[config.mk]
export PLATFORM = sky130hd
export DESIGN_NAME = regfile_scoreboard
export DESIGN_NICKNAME = d
export VERILOG_FILES = /design/src/rtl/regfile_scoreboard_pkg.sv /design/src/rtl/regfile_scoreboard_sb_counter.sv /design/src/rtl/regfile_scoreboard.sv
export SDC_FILE = /design/constraint.sdc
export NUM_CORES = 2
export LEC_CHECK = 0
export BUFFER_PORTS_ARGS = -buffer_cell sky130_fd_sc_hd__buf_2
export CAP_MARGIN = 40
export CORE_UTILIZATION = 25
export CTS_CLUSTER_DIAMETER = 40
export DETAILED_ROUTE_END_ITERATION = 10
export HOLD_SLACK_MARGIN = 0.15
export SYNTH_ARGS = -nofsm -noshare
export SYNTH_HDL_FRONTEND = slang
export SYNTH_SLANG_ARGS = --single-unit
[constraint.sdc]
create_clock -name clk -period 2.6 [get_ports clk]
set_input_delay 0.26 -clock clk [delete_from_list [all_inputs] [get_ports clk]]
set_output_delay 0.26 -clock clk [all_outputs]
set_load 0.01 [all_outputs]
[src/rtl/regfile_scoreboard_pkg.sv]
// regfile_scoreboard_pkg: shared core constants for the register file and scoreboard.
package regfile_scoreboard_pkg;
  localparam int DEF_XLEN     = 32;
  localparam int DEF_NREGS    = 32;
  localparam int DEF_NREAD    = 2;
  localparam int DEF_MAX_PEND = 3;
  localparam int DEF_BYPASS   = 1;
  localparam int REG_ZERO     = 0;
endpackage

[src/rtl/regfile_scoreboard_sb_counter.sv]
// sb_counter: per-register pending-write counter with increment, decrement and clear.
module sb_counter #(
  parameter int CW = 2
) (
  input  logic          clk,
  input  logic          rst_n,
  input  logic          inc_i,
  input  logic          dec_i,
  input  logic          clr_i,
  output logic [CW-1:0] cnt_o
);
  logic [CW-1:0] cnt_q, cnt_d;
  // inc and dec together cancel; clear overrides both
  assign cnt_d = clr_i ? '0 :
                 (inc_i && !dec_i) ? cnt_q + 1'b1 :
                 (dec_i && !inc_i) ? cnt_q - 1'b1 : cnt_q;
  always_ff @(posedge clk or negedge rst_n)
    if (!rst_n) cnt_q <= '0;
    else        cnt_q <= cnt_d;
  assign cnt_o = cnt_q;
endmodule

[src/rtl/regfile_scoreboard.sv]
// regfile_scoreboard: register file with N read ports, WB bypass and pending-write scoreboard.
module regfile_scoreboard
  import regfile_scoreboard_pkg::*;
#(
  parameter int XLEN     = DEF_XLEN,
  parameter int NREGS    = DEF_NREGS,
  parameter int NREAD    = DEF_NREAD,
  parameter int MAX_PEND = DEF_MAX_PEND,
  parameter int BYPASS   = DEF_BYPASS,
  localparam int AW      = $clog2(NREGS)
) (
  input  logic                  clk,
  input  logic                  rst_n,
  input  logic [NREAD*AW-1:0]   rd_addr_i,
  output logic [NREAD*XLEN-1:0] rd_data_o,
  output logic [NREAD-1:0]      rd_busy_o,
  input  logic                  issue_valid_i,
  input  logic [AW-1:0]         issue_rd_i,
  output logic                  issue_ready_o,
  input  logic                  wb_valid_i,
  input  logic [AW-1:0]         wb_rd_i,
  input  logic [XLEN-1:0]       wb_data_i,
  input  logic                  flush_i,
  output logic                  busy_any_o,
  output logic                  wb_err_o
);
  localparam int CW = $clog2(MAX_PEND + 1);
  localparam logic [CW-1:0] CMAX = CW'(MAX_PEND);
  localparam logic [AW-1:0] X0 = AW'(REG_ZERO);
  logic [XLEN-1:0] regs_q [NREGS];
  logic [CW-1:0]   cnt [NREGS];
  logic            wb_en, issue_acc, wb_err_q;
  assign wb_en         = wb_valid_i && wb_rd_i != X0;
  // readiness uses pre-retirement counts, so a same-cycle WB never frees a full slot
  assign issue_ready_o = !(issue_rd_i != X0 && cnt[issue_rd_i] == CMAX) && !flush_i;
  assign issue_acc     = issue_valid_i && issue_ready_o && issue_rd_i != X0;
  assign cnt[0]        = '0;
  for (genvar g = 1; g < NREGS; g++) begin : g_cnt
    sb_counter #(.CW(CW)) u_cnt (
      .clk   (clk),
      .rst_n (rst_n),
      .inc_i (issue_acc && issue_rd_i == AW'(g)),
      .dec_i (wb_en && wb_rd_i == AW'(g) && cnt[g] != '0),
      .clr_i (flush_i),
      .cnt_o (cnt[g])
    );
  end
  always_ff @(posedge clk or negedge rst_n)
    if (!rst_n) for (int i = 0; i < NREGS; i++) regs_q[i] <= '0;
    else if (wb_en) regs_q[wb_rd_i] <= wb_data_i;
  always_ff @(posedge clk or negedge rst_n)
    if (!rst_n) wb_err_q <= 1'b0;
    else if (wb_en && cnt[wb_rd_i] == '0 && !flush_i) wb_err_q <= 1'b1;
  assign wb_err_o = wb_err_q;
  for (genvar p = 0; p < NREAD; p++) begin : g_rd
    logic [AW-1:0] a;
    logic          hit;
    assign a   = rd_addr_i[p*AW +: AW];
    assign hit = BYPASS != 0 && wb_en && wb_rd_i == a;
    assign rd_data_o[p*XLEN +: XLEN] = a == X0 ? '0 : hit ? wb_data_i : regs_q[a];
    // a forwarded value retiring the last pending write is final
    assign rd_busy_o[p] = a != X0 && cnt[a] != '0 && !(hit && cnt[a] == CW'(1));
  end
  always_comb begin
    busy_any_o = 1'b0;
    for (int i = 0; i < NREGS; i++) busy_any_o = busy_any_o | (|cnt[i]);
  end
endmodule

Word-level counts from Yosys, hierarchy flattened:

Cells that the tools add are included.

* $add $sub $neg: 62
* order comparisons: 5
* equality and inequality tests: 67
* multiplexer cells: 118
* bitwise operators: 34
* reductions and logical operators: 339

Operators with widths (count)
* bitwise mux 1024 bit: 1
* binary-select mux 32 bit (select 5 bit): 2
* two-way mux 32 bit: 9
* two-way mux 2 bit: 101
* logical AND 1 bit: 171
* demux 32 bit (select 5 bit): 1
* == test 5 bit (second input constant): 32
* nonzero test 3 bit: 31
* == test 5 x 4 -> 1 bit (second input constant): 16
* logical NOT 1 bit: 66
* nonzero test 2 bit: 33
* adder 2 x 1 -> 2 bit (second input constant): 31
* OR reduction 2 bit: 31
* subtractor 2 x 1 -> 2 bit (second input constant): 31
* binary-select mux 2 bit (select 5 bit): 4
* == test 5 x 3 -> 1 bit (second input constant): 8
* bitwise OR 1 bit: 30
* greater-or-equal comparator 6 bit (second input constant): 4
* NOT 5 -> 6 bit: 4
* == test 5 x 2 -> 1 bit (second input constant): 4
* nonzero test 5 bit: 4
* == test 5 x 1 -> 1 bit (second input constant): 2
* == test 5 bit: 2
* logical NOT 5 bit: 2
* other kinds (4): 5

* flip-flop bits (word level): 1087
* input port bits: 57
* output and inout bits: 69

Longest topological paths before layout:

* depth after elaboration: 31
* mapped depth: 10
* gate-level depth less buffers: 6

Modules after synthesis:

From an unflattened synthesis, not the netlist that was laid out.

* cells, all modules: 4221
* area, all modules: 60834.6 um2

Modules (own cells, without submodules)
* regfile_scoreboard: instances 1, cells each 3880, area each 57033.4 um2, sequential area each 25649.6 um2
* sb_counter: instances 31, cells each 11, area each 122.6 um2, sequential area each 50.0 um2

Least setup slack after synthesis:

No wires, ideal clock.

* path type: input-to-output
* start: input rd_addr_i[6]
* end: output rd_busy_o[1]
* arrival: 2.035 ns
* data required time: 2.340 ns
* slack: 0.305 ns
* stages on the path: 7
* buffers on the path: 3
* path through: clkbuf_1 buf_2 buf_1 mux4_2 mux4_2 a211oi_1 a21oi_1

* longest elaborated chain between the ends: 8
* elaborated cells between the ends (all ways): 13

Ends and longest elaborated chain
* from (decl): line regfile_scoreboard.sv:14 `input logic [NREAD*AW-1:0] rd_addr_i,`
* NOT 5 -> 6 bit (not written as such): line regfile_scoreboard.sv:62 `assign rd_busy_o[p] = a != X0 && cnt[a] != '0 && !(hit && cnt[a] == CW'(1));`
* binary-select mux 2 bit (select 5 bit): line regfile_scoreboard.sv:62
* two-way mux 2 bit (not written as such) (2 in series): line regfile_scoreboard.sv:62
* == test 2 x 1 -> 1 bit: line regfile_scoreboard.sv:62
* logical AND 1 bit: line regfile_scoreboard.sv:62
* logical NOT 1 bit: line regfile_scoreboard.sv:62
* logical AND 1 bit *: line regfile_scoreboard.sv:62
* to (decl): line regfile_scoreboard.sv:16 `output logic [NREAD-1:0] rd_busy_o,`

Mark *: on every way between the ends. The rest lies on a longest branch, timed or not. The select of a mux whose other input is x is not followed.

Final worst setup path:

* start: register regs_q[387] in the netlist's numbering
* end: output rd_data_o[35]

* longest elaborated chain between the ends: 5

Ends and longest elaborated chain
* from (decl): line regfile_scoreboard.sv:30 `logic [XLEN-1:0] regs_q [NREGS];`
* from (signal, indexed assignment): line regfile_scoreboard.sv:50 `else if (wb_en) regs_q[wb_rd_i] <= wb_data_i;`
* binary-select mux 32 bit (select 5 bit): line regfile_scoreboard.sv:60 `assign rd_data_o[p*XLEN +: XLEN] = a == X0 ? '0 : hit ? wb_data_i : regs_q[a];`
* two-way mux 32 bit (not written as such) (2 in series): line regfile_scoreboard.sv:60
* two-way mux 32 bit (2 in series): line regfile_scoreboard.sv:60
* to (decl): line regfile_scoreboard.sv:15 `output logic [NREAD*XLEN-1:0] rd_data_o,`

No other way between the ends. The select of a mux whose other input is x is not followed.

==> impl_metrics.json <==
{
  "io-pin-count": 126,
  "ys_ff_latch": 1087,
  "synth_nets": 4867,
  "yosysWarnings": 0,
  "final.period_utilization_pct": 118,
  "final_layout_size_suffix_gt1_share_pct": 44.0,
  "core.rowCount": 180,
  "slowest_stage": "mux4_2",
  "leakage_uw": 0.0326,
  "wl_per_cell_microns": 26.0,
  "place_congestion": 0.895,
  "ir_drop_uv": 565,
  "hold_viol": 0,
  "startpoint_type": "register",
  "avgSynthCellArea_sq_um": 12.6,
  "maxCapViolations": 0,
  "die_w_microns": 495,
  "finalSetupViolCount": 67,
  "crit_path_max_incr_delay_ns": 0.52,
  "first_pass_iters": 5,
  "syn_to_final_growth_pct": 22.9,
  "combinationalPowerShare_pct": 21.9,
  "clk_pin_slew_ns": 0.06,
  "layout.cells.non_filler": 8361,
  "critical_path_buf_inv_count": 1,
  "endpoint_kind": "output port",
  "grtUsageTotal_pct": 17.7,
  "critPathRequiredTime_ns": 2.34,
  "synth_top_family_by_area": "multiplexers",
  "utilization_pct": 31.0,
  "clockBufferDepth": 3,
  "worstPathMaxFanout": 3,
  "place_inst": 8036,
  "ys_seq_area_share_pct": 44.8,
  "powerDensity_nw_per_um2": 716,
  "violations": "setup timing",
  "dpl.hpwl_microns": 132000,
  "fillers": 23600,
  "async_flop_share_pct": 100,
  "antenna_found_initial": 8,
  "drc": 0,
  "reg2reg_slack_ns": 0.24,
  "power_frac_clock_pct": 36.6,
  "slew_headroom_pct": 45.1,
  "setup_ws_ns": -0.471,
  "clk_latency_ns": 0.77,
  "pwr-share-seq_pct": 41.4,
  "finalCriticalPeriod_ns": 3.07,
  "grt_pass1_wl_microns": 318000,
  "synth_cell_type_count": 56,
  "syn_inst": 4810,
  "cts_tree": "yes",
  "p_int_uw": 38300,
  "htreeDepth": 4,
  "cp.arrival_ns": 2.81,
  "status": "finished, violations left",
  "hold_ws_ns": 0.157,
  "portBuffers": 125,
  "grt_max_degree": 91,
  "nets": 5129,
  "synthSimpleGateAreaFrac_pct": 11.1,
  "path_delay_family": "multiplexers",
  "pre_cts_slack_ns": -0.504,
  "initial_core_util_pct": 25.2,
  "wl_microns": 218000,
  "core_sq_um": 241000,
  "tightest_slew_ns": 0.824,
  "critPathKind": "register to output port",
  "syn_area_sq_um": 60700,
  "p_sw_share_pct": 28.2,
  "clock_sinks": 1087,
  "vias": 44200,
  "rsz0062_at_grt": "true",
  "max_freq_mhz": 326,
  "crit_path_frequent_cell": "mux4_2",
  "crit_chain": "mux4_2 > mux4_2 > mux2i_4 > a211oi_2 > buf_4",
  "p_sw_uw": 15100,
  "skew_ns": 0.0279,
  "synthXorXnorAreaFrac_pct": 0.347,
  "grt_pass1_vias": 45400,
  "synth_compound_area_share_pct": 2.42,
  "grt.overflow.total": 0,
  "muxShareOfSynthArea_pct": 37.7,
  "synthAdderAreaFrac_pct": 0,
  "root_buffer": "clkbuf_16",
  "numCtsBuffers": 130,
  "drv_slew": 0,
  "synth_flop_cell": "dfrtp_1",
  "drt-vias-per-instance": 5.28,
  "postRouteAntennaNets": 0,
  "fp.dieH_microns": 495,
  "synth_edf_count": 0,
  "drt_first_iter_violations": 4836,
  "die_area_sq_um": 245000,
  "holdCritPathClass": "input port to register"
}
[worst min-delay path, cell delays in order]
cell and delay (ns):
buf_2 0.21, nand2_1 0.12, nor2_2 0.08, nand3_1 0.12, a211oi_1 0.07
[routing by layer]
layer | wire length, microns | track usage (%)
met1 | 79500 | 21.0
met2 | 108000 | 29.6
met3 | 15900 | 3.19
met4 | 14700 | 11.2
met5 | 11 | 0
[placed cells by master (no fill, tap or decap), types with 36 or more instances in the layout]
cell type / n
nand2_1: 1271
dfrtp_1: 1061
mux4_2: 691
mux2_2: 582
buf_4: 319
buf_12: 144
nor2_1: 140
clkbuf_16: 135
buf_2: 103
nor3_1: 41
dlygate4sd3_1: 40
a211oi_2: 37
a21oi_1: 36
[cell families (layout without fill, tap and decap cells)]
kind of cell / after synthesis / count (layout)
compound gates: 213 / 213
simple gates: 1645 / 1645
xor+xnor: 24 / 24
other cells: 0 / 3
flops: 1087 / 1087
buf+inv: 496 / 859
mux: 1345 / 1345
[state kept, by name, summed over array words and instances (netlist names)]
signal / flops
wb_err_o: 1
g_cnt.u_cnt.cnt_o: 62
regs_q: 1024
[final timing paths]
| kind | cells past startpoint | startpoint | endpoint |
|---|---|---|---|
| min in group asynchronous | 3 | rst_n | regs_q[790] |
| max reg2reg | 8 | g_cnt[31].u_cnt.cnt_o[1] | g_cnt[18].u_cnt.cnt_o[1] |
| min reg2reg | 0 | regs_q[1023] | regs_q[1023] |
| min | 5 | issue_rd_i[0] | g_cnt[27].u_cnt.cnt_o[1] |
| max | 5 | regs_q[387] | rd_data_o[35] |
| max in group asynchronous | 3 | rst_n | g_cnt[15].u_cnt.cnt_o[1] |
[Yosys cell counts (3+ instances only)]
| master | number | share of area, % |
|---|---|---|
| buf_6 | 12 | 0.22 |
| o2111ai_1 | 11 | 0.16 |
| nor2_4 | 3 | 0.056 |
| a31oi_1 | 21 | 0.22 |
| nor3b_1 | 20 | 0.25 |
| mux2_2 | 582 | 11 |
| clkbuf_1 | 342 | 2.1 |
| and3b_1 | 7 | 0.10 |
| o21ai_0 | 25 | 0.21 |
| a21oi_1 | 39 | 0.32 |
| nand4_1 | 14 | 0.14 |
| mux2i_1 | 68 | 1.1 |
| nand2b_1 | 5 | 0.052 |
| a22o_1 | 4 | 0.058 |
| buf_2 | 76 | 0.63 |
| nor3b_2 | 3 | 0.062 |
| a22oi_1 | 3 | 0.037 |
| nor3_1 | 41 | 0.34 |
| and4_1 | 9 | 0.13 |
| a21o_1 | 13 | 0.16 |
| a211oi_1 | 82 | 1.0 |
| nor2b_1 | 12 | 0.12 |
| nor2_1 | 165 | 1.0 |
| xnor2_1 | 4 | 0.058 |
| mux4_2 | 689 | 26 |
| and2_1 | 22 | 0.23 |
| buf_1 | 31 | 0.19 |
| nand3b_1 | 5 | 0.062 |
| buf_4 | 32 | 0.40 |
| nor3_2 | 5 | 0.083 |
| nand3_1 | 18 | 0.15 |
| nor4_1 | 4 | 0.041 |
| and3_1 | 6 | 0.062 |
| nand2_1 | 1299 | 8.0 |
| a41oi_1 | 3 | 0.043 |
| xor2_1 | 20 | 0.29 |
| dfrtp_1 | 1087 | 45 |
| mux4_1 | 4 | 0.17 |
[per-stage QoR]
step / setup TNS [ns] / total power, uW / instance area (sq um)
6_report: -22.88 / 53400 / 74600
5_1_grt: -26.65 / 55400 / 74600
4_1_cts: -25.75 / 53500 / 74200
3_5_place_dp: -13.15 / 33300 / 68200
3_3_place_gp: -13.90 / 32900 / 68200
2_1_floorplan: 0 / 29100 / 60700
[final cells by class]
type	instances	area, sq um	share of cell area, %
sequential	1087	27200	36.5
inverter	2	7.51	0.0101
multi-input combinational	3227	32300	43.3
clock buffer	173	3730	5.00
tap	3185	3990	5.34
clock inverter	60	863	1.16
timing repair buffer	624	6410	8.60
antenna	3	7.51	0.0101
[what timing repair did]
action | CTS | global route
gates resized for setup | 162 | 40
endpoints found under the setup margin | 67 | 69
endpoints found under the hold margin | 1161 | 0
pin swaps | 49 | 33
setup buffers | 38 | 25
hold buffers | 41 | 0
[power groups by stage]
stage	clock, uW	combinational [uW]	sequential, uW
CTS	19900	11600	22000
detailed placement	0	11000	22300
floorplan	0	7610	21500
global route	20500	12400	22500
finish	19600	11700	22100
global placement	0	10800	22100
No activity file was read; power rests on OpenSTA's default activity.
